===== config.mk =====
export PLATFORM = sky130hd
export DESIGN_NAME = canvas_port_sequencer_flat
export DESIGN_NICKNAME = d
export VERILOG_FILES = /design/src/rtl/canvas_pkg.sv /design/src/rtl/canvas_port_sequencer_if.sv /design/src/rtl/canvas_rd_skid.sv /design/src/rtl/canvas_port_sequencer.sv /design/src/flat_wrapper.sv
export SDC_FILE = /design/constraint.sdc
export NUM_CORES = 1
export LEC_CHECK = 0
export CAP_MARGIN = 0
export CELL_PAD_IN_SITES_DETAIL_PLACEMENT = 0
export CELL_PAD_IN_SITES_GLOBAL_PLACEMENT = 2
export CORE_MARGIN = 2
export CORE_UTILIZATION = 26
export CTS_CLUSTER_DIAMETER = 100
export CTS_CLUSTER_SIZE = 16
export DETAILED_ROUTE_END_ITERATION = 6
export GPL_ROUTABILITY_DRIVEN = 0
export GPL_TIMING_DRIVEN = 0
export PLACE_DENSITY = 0.79
export SLEW_MARGIN = 10
export SYNTH_ARGS = -nofsm -noshare
export SYNTH_HDL_FRONTEND = slang
export SYNTH_SLANG_ARGS = --single-unit

===== constraint.sdc =====
create_clock -name clk -period 2.35 [get_ports clk]
set_input_delay 0.3525 -clock clk [delete_from_list [all_inputs] [get_ports clk]]
set_output_delay 0.3525 -clock clk [all_outputs]
set_load 0.1 [all_outputs]

===== src/rtl/canvas_pkg.sv =====
// Shared constants for the canvas port sequencer slice.
//   CANVAS_ADDR_W : canvas address width, address = {y[4:0], x[4:0]}
//   CANVAS_DEPTH  : number of canvas cells
//   S_IDLE/S_CLEAR/S_READ : sequencer state encodings
package canvas_pkg;

  localparam int CANVAS_ADDR_W = 10;
  localparam int CANVAS_DEPTH  = 1024;

  typedef logic [1:0] state_t;

  localparam state_t S_IDLE  = 2'd0;
  localparam state_t S_CLEAR = 2'd1;
  localparam state_t S_READ  = 2'd2;

endpackage


===== src/rtl/canvas_port_sequencer_if.sv =====
// Raster readout stream between the canvas port sequencer and its consumer
// (recognizer or UART).
//   rd_bit   : streamed pixel value
//   rd_valid : rd_bit is valid
//   rd_ready : consumer accepts rd_bit when rd_valid & rd_ready
//   rd_last  : marks the pixel at the last canvas address
// master = sequencer side, slave = consumer side.
interface canvas_port_sequencer_if;

  logic rd_bit;
  logic rd_valid;
  logic rd_ready;
  logic rd_last;

  modport master (output rd_bit, output rd_valid, output rd_last, input rd_ready);
  modport slave  (input rd_bit, input rd_valid, input rd_last, output rd_ready);

endinterface


===== src/rtl/canvas_rd_skid.sv =====
// One-entry output register for the canvas readout stream.
//   clk, rst   : clock, synchronous active-high reset
//   load       : capture load_bit/load_last into the slot (only when slot_free)
//   flush      : drop the held beat (read abort); wins over load
//   rd_ready   : consumer ready
//   rd_valid/rd_bit/rd_last : registered stream outputs, held until accepted
//   slot_free  : the slot can take a new beat this cycle
module canvas_rd_skid (
  input  logic clk,
  input  logic rst,
  input  logic load,
  input  logic flush,
  input  logic load_bit,
  input  logic load_last,
  input  logic rd_ready,
  output logic rd_valid,
  output logic rd_bit,
  output logic rd_last,
  output logic slot_free
);

  assign slot_free = !rd_valid || rd_ready;

  always_ff @(posedge clk) begin
    if (rst) begin
      rd_valid <= 1'b0;
      rd_bit   <= 1'b0;
      rd_last  <= 1'b0;
    end else if (flush) begin
      rd_valid <= 1'b0;
      rd_last  <= 1'b0;
    end else if (load) begin
      rd_valid <= 1'b1;
      rd_bit   <= load_bit;
      rd_last  <= load_last;
    end else if (rd_valid && rd_ready) begin
      rd_valid <= 1'b0;
    end
  end

endmodule


===== src/rtl/canvas_port_sequencer.sv =====
// Owner of the single read/write port of the 32x32 1-bit canvas RAM.
// Arbitrates between a full-canvas clear sweep, mouse paint writes and a
// raster readout stream. Per-cycle priority: clear sweep > paint > fetch.
//   clk, rst      : clock, synchronous active-high reset
//   clear_start   : pulse, zero the whole canvas (also aborts a readout)
//   read_start    : pulse, stream all cells out in address order
//   paint_req/paint_addr/paint_data/paint_gnt : mouse write, granted same cycle
//   ram_a/ram_d/ram_we/ram_spo : canvas RAM port (async read data)
//   rd            : readout stream (master side)
//   busy          : sequencer not idle
//   clear_done    : pulse the cycle after the final clear write
module canvas_port_sequencer
  import canvas_pkg::*;
#(
  parameter int ADDR_W = CANVAS_ADDR_W,
  parameter int DEPTH  = CANVAS_DEPTH
) (
  input  logic                    clk,
  input  logic                    rst,
  input  logic                    clear_start,
  input  logic                    read_start,
  input  logic                    paint_req,
  input  logic [ADDR_W-1:0]       paint_addr,
  input  logic                    paint_data,
  output logic                    paint_gnt,
  output logic [ADDR_W-1:0]       ram_a,
  output logic                    ram_d,
  output logic                    ram_we,
  input  logic                    ram_spo,
  canvas_port_sequencer_if.master rd,
  output logic                    busy,
  output logic                    clear_done
);

  localparam logic [ADDR_W-1:0] LAST_ADDR = ADDR_W'(DEPTH - 1);

  state_t            state;
  logic [ADDR_W-1:0] ptr;
  logic              fetch;
  logic              slot_free;
  logic              abort;

  assign busy  = (state != S_IDLE);
  assign abort = (state == S_READ) && clear_start;

  // Port mux. Gated by rst so a reset landing mid-sweep commits no write.
  // A beat holding rd_last blocks further fetches, so ptr never runs past
  // the last address.
  always_comb begin
    paint_gnt = 1'b0;
    ram_a     = ptr;
    ram_d     = 1'b0;
    ram_we    = 1'b0;
    fetch     = 1'b0;
    if (!rst) begin
      case (state)
        S_CLEAR: begin
          ram_we = 1'b1;
        end
        S_IDLE: begin
          if (paint_req) begin
            paint_gnt = 1'b1;
            ram_a     = paint_addr;
            ram_d     = paint_data;
            ram_we    = 1'b1;
          end
        end
        S_READ: begin
          if (paint_req) begin
            paint_gnt = 1'b1;
            ram_a     = paint_addr;
            ram_d     = paint_data;
            ram_we    = 1'b1;
          end else if (slot_free && !(rd.rd_valid && rd.rd_last)) begin
            fetch = 1'b1;
          end
        end
        default: ;
      endcase
    end
  end

  always_ff @(posedge clk) begin
    if (rst) begin
      state      <= S_IDLE;
      ptr        <= '0;
      clear_done <= 1'b0;
    end else begin
      clear_done <= 1'b0;
      case (state)
        S_IDLE: begin
          if (clear_start) begin
            state <= S_CLEAR;
            ptr   <= '0;
          end else if (read_start) begin
            state <= S_READ;
            ptr   <= '0;
          end
        end
        S_CLEAR: begin
          if (clear_start) begin
            ptr <= '0;
          end else if (ptr == LAST_ADDR) begin
            state      <= S_IDLE;
            clear_done <= 1'b1;
            ptr        <= '0;
          end else begin
            ptr <= ptr + ADDR_W'(1);
          end
        end
        S_READ: begin
          if (clear_start) begin
            state <= S_CLEAR;
            ptr   <= '0;
          end else begin
            if (fetch && (ptr != LAST_ADDR))
              ptr <= ptr + ADDR_W'(1);
            if (rd.rd_valid && rd.rd_ready && rd.rd_last)
              state <= S_IDLE;
          end
        end
        default: begin
          state <= S_IDLE;
          ptr   <= '0;
        end
      endcase
    end
  end

  canvas_rd_skid u_rd_skid (
    .clk       (clk),
    .rst       (rst),
    .load      (fetch),
    .flush     (abort),
    .load_bit  (ram_spo),
    .load_last (ptr == LAST_ADDR),
    .rd_ready  (rd.rd_ready),
    .rd_valid  (rd.rd_valid),
    .rd_bit    (rd.rd_bit),
    .rd_last   (rd.rd_last),
    .slot_free (slot_free)
  );

endmodule

===== src/flat_wrapper.sv =====
// flat-port wrapper written by rule: the top's interface ports become plain ports
module canvas_port_sequencer_flat import canvas_pkg::*;
#(
  parameter int ADDR_W = CANVAS_ADDR_W,
  parameter int DEPTH  = CANVAS_DEPTH
)
  (clk, rst, clear_start, read_start, paint_req, paint_addr, paint_data, paint_gnt, ram_a, ram_d, ram_we, ram_spo, busy, clear_done, rd_rd_bit, rd_rd_valid, rd_rd_last, rd_rd_ready);
  canvas_port_sequencer_if rd_i ();
  input  logic clk;
  input  logic rst;
  input  logic clear_start;
  input  logic read_start;
  input  logic paint_req;
  input  logic [ADDR_W-1:0] paint_addr;
  input  logic paint_data;
  output logic paint_gnt;
  output logic [ADDR_W-1:0] ram_a;
  output logic ram_d;
  output logic ram_we;
  input  logic ram_spo;
  output logic busy;
  output logic clear_done;
  output wire logic [$bits(rd_i.rd_bit)-1:0] rd_rd_bit;
  output wire logic [$bits(rd_i.rd_valid)-1:0] rd_rd_valid;
  output wire logic [$bits(rd_i.rd_last)-1:0] rd_rd_last;
  input wire logic [$bits(rd_i.rd_ready)-1:0] rd_rd_ready;
  assign rd_rd_bit = rd_i.rd_bit;
  assign rd_rd_valid = rd_i.rd_valid;
  assign rd_rd_last = rd_i.rd_last;
  assign rd_i.rd_ready = rd_rd_ready;
  canvas_port_sequencer #(.ADDR_W(ADDR_W), .DEPTH(DEPTH)) u_core (.clk(clk), .rst(rst), .clear_start(clear_start), .read_start(read_start), .paint_req(paint_req), .paint_addr(paint_addr), .paint_data(paint_data), .paint_gnt(paint_gnt), .ram_a(ram_a), .ram_d(ram_d), .ram_we(ram_we), .ram_spo(ram_spo), .rd(rd_i), .busy(busy), .clear_done(clear_done));
endmodule

# [After elaboration in Yosys (flattened, before gate mapping)]
# Cells that the tools add are included.
[word_totals] reg_bits=16 input_bits=18 output_inout_bits=18 elab_cells=68
[op_classes] n_addsub=1 eq_ne=9 n_mux=32 bitwise_logic=2 n_reduce_logical=18
[ops] operator="2-to-1 mux 10 bit" n=9
[ops] operator="one-hot mux 10 bit (3 select lines)" n=1
[ops] operator="2-to-1 mux 1 bit" n=14
[ops] operator="2-to-1 mux 2 bit" n=6
[ops] operator="adder 10 x 1 -> 10 bit (second input constant)" n=1
[ops] operator="== test 10 bit (second input constant)" n=1
[ops] operator="inequality test 10 bit (second input constant)" n=1
[ops] operator="inequality test 3 bit (second input constant)" n=3
[ops] operator="logical AND 1 bit" n=6
[ops] operator="one-hot mux 2 bit (3 select lines)" n=1
[ops] operator="inequality test 2 bit (second input constant)" n=2
[ops] operator="AND reduction 2 bit" n=2
[ops] operator="AND reduction 4 bit" n=1
[ops] operator="nonzero test 2 bit" n=2
[ops] operator="OR reduction 2 bit" n=2
[ops] operator="OR reduction 3 bit" n=1
[ops] operator="== test 2 x 1 -> 1 bit (second input constant)" n=1
[ops] operator="== test 2 bit (second input constant)" n=1
[ops] operator="logical NOT 1 bit" n=2
[ops] operator="logical NOT 2 bit" n=1
[ops] operator="inverter 1 bit" n=2
[ops] operator="one-hot mux 1 bit (2 select lines)" n=1
[ops] operator="logical OR 1 bit" n=1

# [Longest topological paths before layout]
[logic_depth] depth_word=11 depth_mapped=8 ltp_nobuf=7

# [Modules after synthesis]
# From an unflattened synthesis, not the netlist that was laid out.
[hier_totals] cells_unflattened=137 area_unflattened_um2=1144.8
[modules_own_cells] module="canvas_port_sequencer" instances=1 cells_each=125 area_each_um2=1006.0 seq_area_each_um2=260.2
[modules_own_cells] module="canvas_rd_skid" instances=1 cells_each=12 area_each_um2=138.9 seq_area_each_um2=60.1

# [Least setup slack after synthesis]
# Ideal clock, no wire load.
[synth_path] path_type="flip-flop to output port" from="register u_core.state[0]" to="output ram_a[2]" arrival_ns=3.958 setup_slack_ns=-1.961 path_stages_with_launch=7 n_path_buf=2 path_cell_list="dfxtp_1 > inv_1 > ha_1 > o211a_1 > buf_2 > buf_1 > o21ai_0"
[synth_between] elab_chain_cells=4 word_cells_on_any_way=5 classes_between="eq/ne: 1; mux: 2; reduce/logical: 2"
[synth_lines] item="start, declared" line="canvas_port_sequencer.sv:37" source="state_t state;"
[synth_lines] item="start signal, assigned" line="canvas_port_sequencer.sv:85" source="state <= S_IDLE;"
[synth_lines] item="start signal, assigned" line="canvas_port_sequencer.sv:93" source="state <= S_CLEAR;"
[synth_lines] item="start signal, assigned" line="canvas_port_sequencer.sv:96" source="state <= S_READ;"
[synth_lines] item="== test 2 bit / logical NOT 2 bit (equally long branches)" line="canvas_port_sequencer.sv:56" source="case (state)"
[synth_lines] item="OR reduction 2 bit (no line) (*)"
[synth_lines] item="2-to-1 mux 10 bit (*)"
[synth_lines] item="2-to-1 mux 10 bit (*)" line="canvas_port_sequencer.sv:55" source="if (!rst) begin"
[synth_lines] item="end, declared" line="flat_wrapper.sv:17" source="output logic [ADDR_W-1:0] ram_a;"
# Every way passes the cells marked *; elsewhere a longest branch is shown, timed or not.

# [Worst setup path after layout]
[layout_path] from="register u_core.state[1]" to="output ram_a[3]"
# Same word-level chain as after synthesis.

==> flow_results.org <==
** Worst setup path
- In this run the register-to-register setup slack is 450 ps.
- The critical path starts at u_core.state[1]$_SDFFE_PP0P_.
- Crit path DAT :: between 1500 and 2000 ps
- In this run the critical register-to-register path is launched from u_core.ptr[0]$_SDFFE_PP0P_.
- STA puts the critical path data required time at ~2000 ps.
- The critical path in this run is classified as reg -> out.
- Crit. End Element :: output port
- Counting cells, the worst reg-to-reg path comes to 7.
- The worst setup path is launched from a flop.
- Reg-to-Reg End :: u_core.ptr[8]$_SDFFE_PP0P_
- Peak fanout along the critical path :: 10

** Die
- Horizontal die dimension :: 69.9 um
- Die span in y :: approximately 70 um
- Cell row count :: 23
- For this configuration, the core starts out at a cell density of 0.276.
- Area of the core region :: 0.00409 sq mm
- Boundary Pins :: 36
- The die covers roughly 0.0049 sq mm.

** Layout
- Most frequent cells in the layout :: sky130_fd_sc_hd__clkdlybuf4s50_1 (20), sky130_fd_sc_hd__dfxtp_1 (16), sky130_fd_sc_hd__nand2_1 (13), sky130_fd_sc_hd__nor2_1 (13)
- The repair_antennas step left the layout with diodes totalling 0.
- Area Growth Syn to Fin :: 47.2%
- For this run, the number of standard cells in the final layout without fillers is between 200 and 250.
- Leaving out fill and tap cells, the most frequent cell in the layout is sky130_fd_sc_hd__clkdlybuf4s50_1.
- At the end of the flow the core is filled with cells to 0.407.
- Proportion of layout cells with a drive suffix above 1 :: 0.286
- Total Nets Final :: about 200

** Clocking
- Clock transition at the register clock pins on the worst setup and hold paths after CTS :: roughly 70 ps
- Counting the buffers created by CTS gives 3.
- CTS built an H-tree with a depth of 1.
- Post-CTS timing repair inserted 0 buffers for setup.
- The tree built by TritonCTS fans out to 16 sinks.
- TritonCTS built the clock tree.
- Clock buffer depth :: 2
- The later pin in the worst-skew pair is clocked with a latency of ~250 ps.
- The tree is rooted in a sky130_fd_sc_hd__clkbuf_8.

** Power
- Combinational share of power :: 0.427
- Switching power of the nets :: around 370 uW
- The share of total power dissipated in the clock network is 0.268.
- VDD sags by at most around 0.00022 V.
- Sequential share of power :: 0.305
- Cell area power density :: 559 mW/mm^2
- Net switching share of the total power :: 0.399
- Leakage power :: roughly 0.00059 uW
- Total power for the finished layout comes to between 900 and 1000 uW.
- Internal Pwr Total :: around 560 uW

** Logic synthesis
- Synthesis produced a netlist with a net count of 159.
- For this run, the leading register cell type out of synthesis is sky130_fd_sc_hd__dfxtp_1.
- The netlist uses 40 different library cells.
- Post-Synthesis Mean Instance Area :: around 8 sq um
- After synthesis, the share of flip-flops with an asynchronous set or reset is 0.
- Seq/Total Area, Yosys :: 0.284
- Instance count of the mapped netlist :: 137
- In this run, synthesis inferred 0 flip-flops with an integrated enable.
- Warnings, synthesis :: 0
- Post-synthesis instance area :: between 0.001 and 0.0015 sq mm
- Counting flops and latches in the post-synthesis netlist gives 16.

** Global routing
- Via count of the first global-routing pass :: 1092
- Initial antenna violation count :: 0
- The total overflow left after global routing is 0.
- The first global-routing pass estimated 5.13 mm of wire.
- GR Util All Layers :: 0.125
- Maximum number of pins on one net before global-route repair :: 11

** Route
- Mean number of vias per cell :: about 5
- Total number of vias :: 1112
- Number of search-and-repair iterations in the first detailed-routing pass :: 4
- The detail route stage leaves a number of antenna-violating nets equal to 0.
- After detailed routing, the number of remaining DRC violations is 0.
- For this block, the initial DRC count from the detailed router was 34.
- Wire per inst :: approximately 13 um
- The routed design has between 2 and 3 mm of wire.

** STA
- Unrepaired setup endpoints after global routing :: no
- Setup violations remaining at the end of the flow were counted as 0.
- The tightest hold path in the finished design has a slack of about 430 ps.
- Post-route setup slack :: approximately 100 ps
- Fin crit share :: 0.957
- Transition time at the pin with the least slew margin :: just under 1000 ps
- Max Clock Skew :: around 4.4 ps
- Pins Over Slew Limit :: 0
- Tightest slew margin relative to the limit :: 0.347
- Achievable clock frequency :: 444 MHz
- The final-report hold violation count came to 0.
- Final min period :: approximately 2200 ps

** Placement
- Quantity of I/O buffers inserted on ports :: 34
- Summed over all nets, the half-perimeter wirelength after detailed placement is approximately 2.3 mm.
- Number of instances in the placed design :: 221
- Worst setup slack before clock tree synthesis :: -1030 ps

** Hold path
- Worst hold stages :: 2
- Beginning of the worst hold path :: clear_start
- The path with the worst hold slack has its endpoint at u_core.clear_done$_SDFF_PP0_.
- Path type of the worst min-delay path :: in -> reg

** Outcome
- The run finished with clean final reports.

** Flow run
- Max-cap check violation count :: 0
## metal layers
metal | share of wire | vias to the layer above | GRT usage
li1 | - | 565 | -
met1 | 0.46 | 504 | 0.165
met2 | 0.46 | 41 | 0.206
met3 | 0.067 | 2 | 0.0260
met4 | 0.0071 | 0 | 0.0363
met5 | 0 | - | 0
## through the flow
step | cell area (sq um) | setup TNS (ps)
final | 1660 | 0
after global routing | 1660 | 0
after CTS | 1640 | 0
after detailed placement | 1590 | -11150
after global placement | 1590 | -11210
after floorplan | 1190 | 0
## power by group through the flow
| stage | registers (uW) | logic, uW | clock network (uW) |
|---|---|---|---|
| finish | 284 | 396 | 249 |
| global route | 285 | 420 | 270 |
| CTS | 282 | 393 | 258 |
| detailed placement | 289 | 392 | 0 |
| global placement | 288 | 393 | 0 |
| floorplan | 293 | 294 | 0 |
## repair_timing
item | CTS | global route
gates cloned | 0 | 0
hold buffers | 0 | 0
endpoints found under the setup margin | 14 | 12
gates resized for setup | 84 | 9
## cell usage after synthesis, types with 2 or more instances
| master | n | share of area |
|---|---|---|
| sky130_fd_sc_hd__a21boi_1 | 2 | 0.013 |
| sky130_fd_sc_hd__a21oi_1 | 5 | 0.022 |
| sky130_fd_sc_hd__buf_1 | 2 | 0.0067 |
| sky130_fd_sc_hd__buf_2 | 2 | 0.0089 |
| sky130_fd_sc_hd__dfxtp_1 | 16 | 0.28 |
| sky130_fd_sc_hd__ha_1 | 4 | 0.044 |
| sky130_fd_sc_hd__inv_1 | 10 | 0.033 |
| sky130_fd_sc_hd__mux2_2 | 5 | 0.050 |
| sky130_fd_sc_hd__mux2i_1 | 2 | 0.018 |
| sky130_fd_sc_hd__nand2_1 | 13 | 0.043 |
| sky130_fd_sc_hd__nand2b_1 | 3 | 0.017 |
| sky130_fd_sc_hd__nand3_1 | 8 | 0.035 |
| sky130_fd_sc_hd__nand4_1 | 3 | 0.017 |
| sky130_fd_sc_hd__nor2_1 | 14 | 0.047 |
| sky130_fd_sc_hd__nor2b_1 | 3 | 0.017 |
| sky130_fd_sc_hd__nor3b_2 | 2 | 0.022 |
| sky130_fd_sc_hd__o21a_1 | 3 | 0.020 |
| sky130_fd_sc_hd__o21ai_0 | 9 | 0.040 |
| sky130_fd_sc_hd__o2bb2ai_1 | 2 | 0.016 |
| sky130_fd_sc_hd__o31ai_2 | 2 | 0.022 |
| sky130_fd_sc_hd__o32ai_1 | 3 | 0.023 |
| sky130_fd_sc_hd__o32ai_2 | 2 | 0.029 |
| sky130_fd_sc_hd__or2_1 | 2 | 0.011 |
| sky130_fd_sc_hd__or3_1 | 4 | 0.022 |
## cells by family after synthesis
family,Yosys count,synth area share
buf+inv,16,0.0621
flops,16,0.284
mux,8,0.0776
compound gates,35,0.259
simple gates,58,0.273
fa+ha+maj,4,0.0443
## critical path: stages, from the launching register on
cell and delay, ps:
sky130_fd_sc_hd__dfxtp_1 390, sky130_fd_sc_hd__inv_1 90, sky130_fd_sc_hd__ha_1 220, sky130_fd_sc_hd__o211a_1 220, sky130_fd_sc_hd__buf_4 180, sky130_fd_sc_hd__buf_8 160
sky130_fd_sc_hd__o21ai_4 140, sky130_fd_sc_hd__buf_6 230
## state kept, by name (all words and copies together), names as in the netlist
register / count
u_core.clear_done: 1
u_core.ptr: 10
u_core.state: 2
u_core.u_rd_skid.rd_bit: 1
u_core.u_rd_skid.rd_last: 1
u_core.u_rd_skid.rd_valid: 1
## how the worst max path moves through the flow
stage	end
5_1_grt	ram_a[3]
4_1_cts	ram_a[4]
3_5_place_dp	ram_a[4]
3_3_place_gp	ram_a[4]
2_1_floorplan	ram_a[2]
6_report	ram_a[3]
## layout make-up
type	instances	area, sq um
Clock buffer	4	55.1
Sequential cell	16	320
Fill cell	421	2420
Tap cell	50	62.6
Buffer	6	48.8
Timing Repair Buffer	34	328
Inverter	10	37.5
Multi-Input combinational cell	105	810
Note: power is estimated with default switching activity, not from simulation.
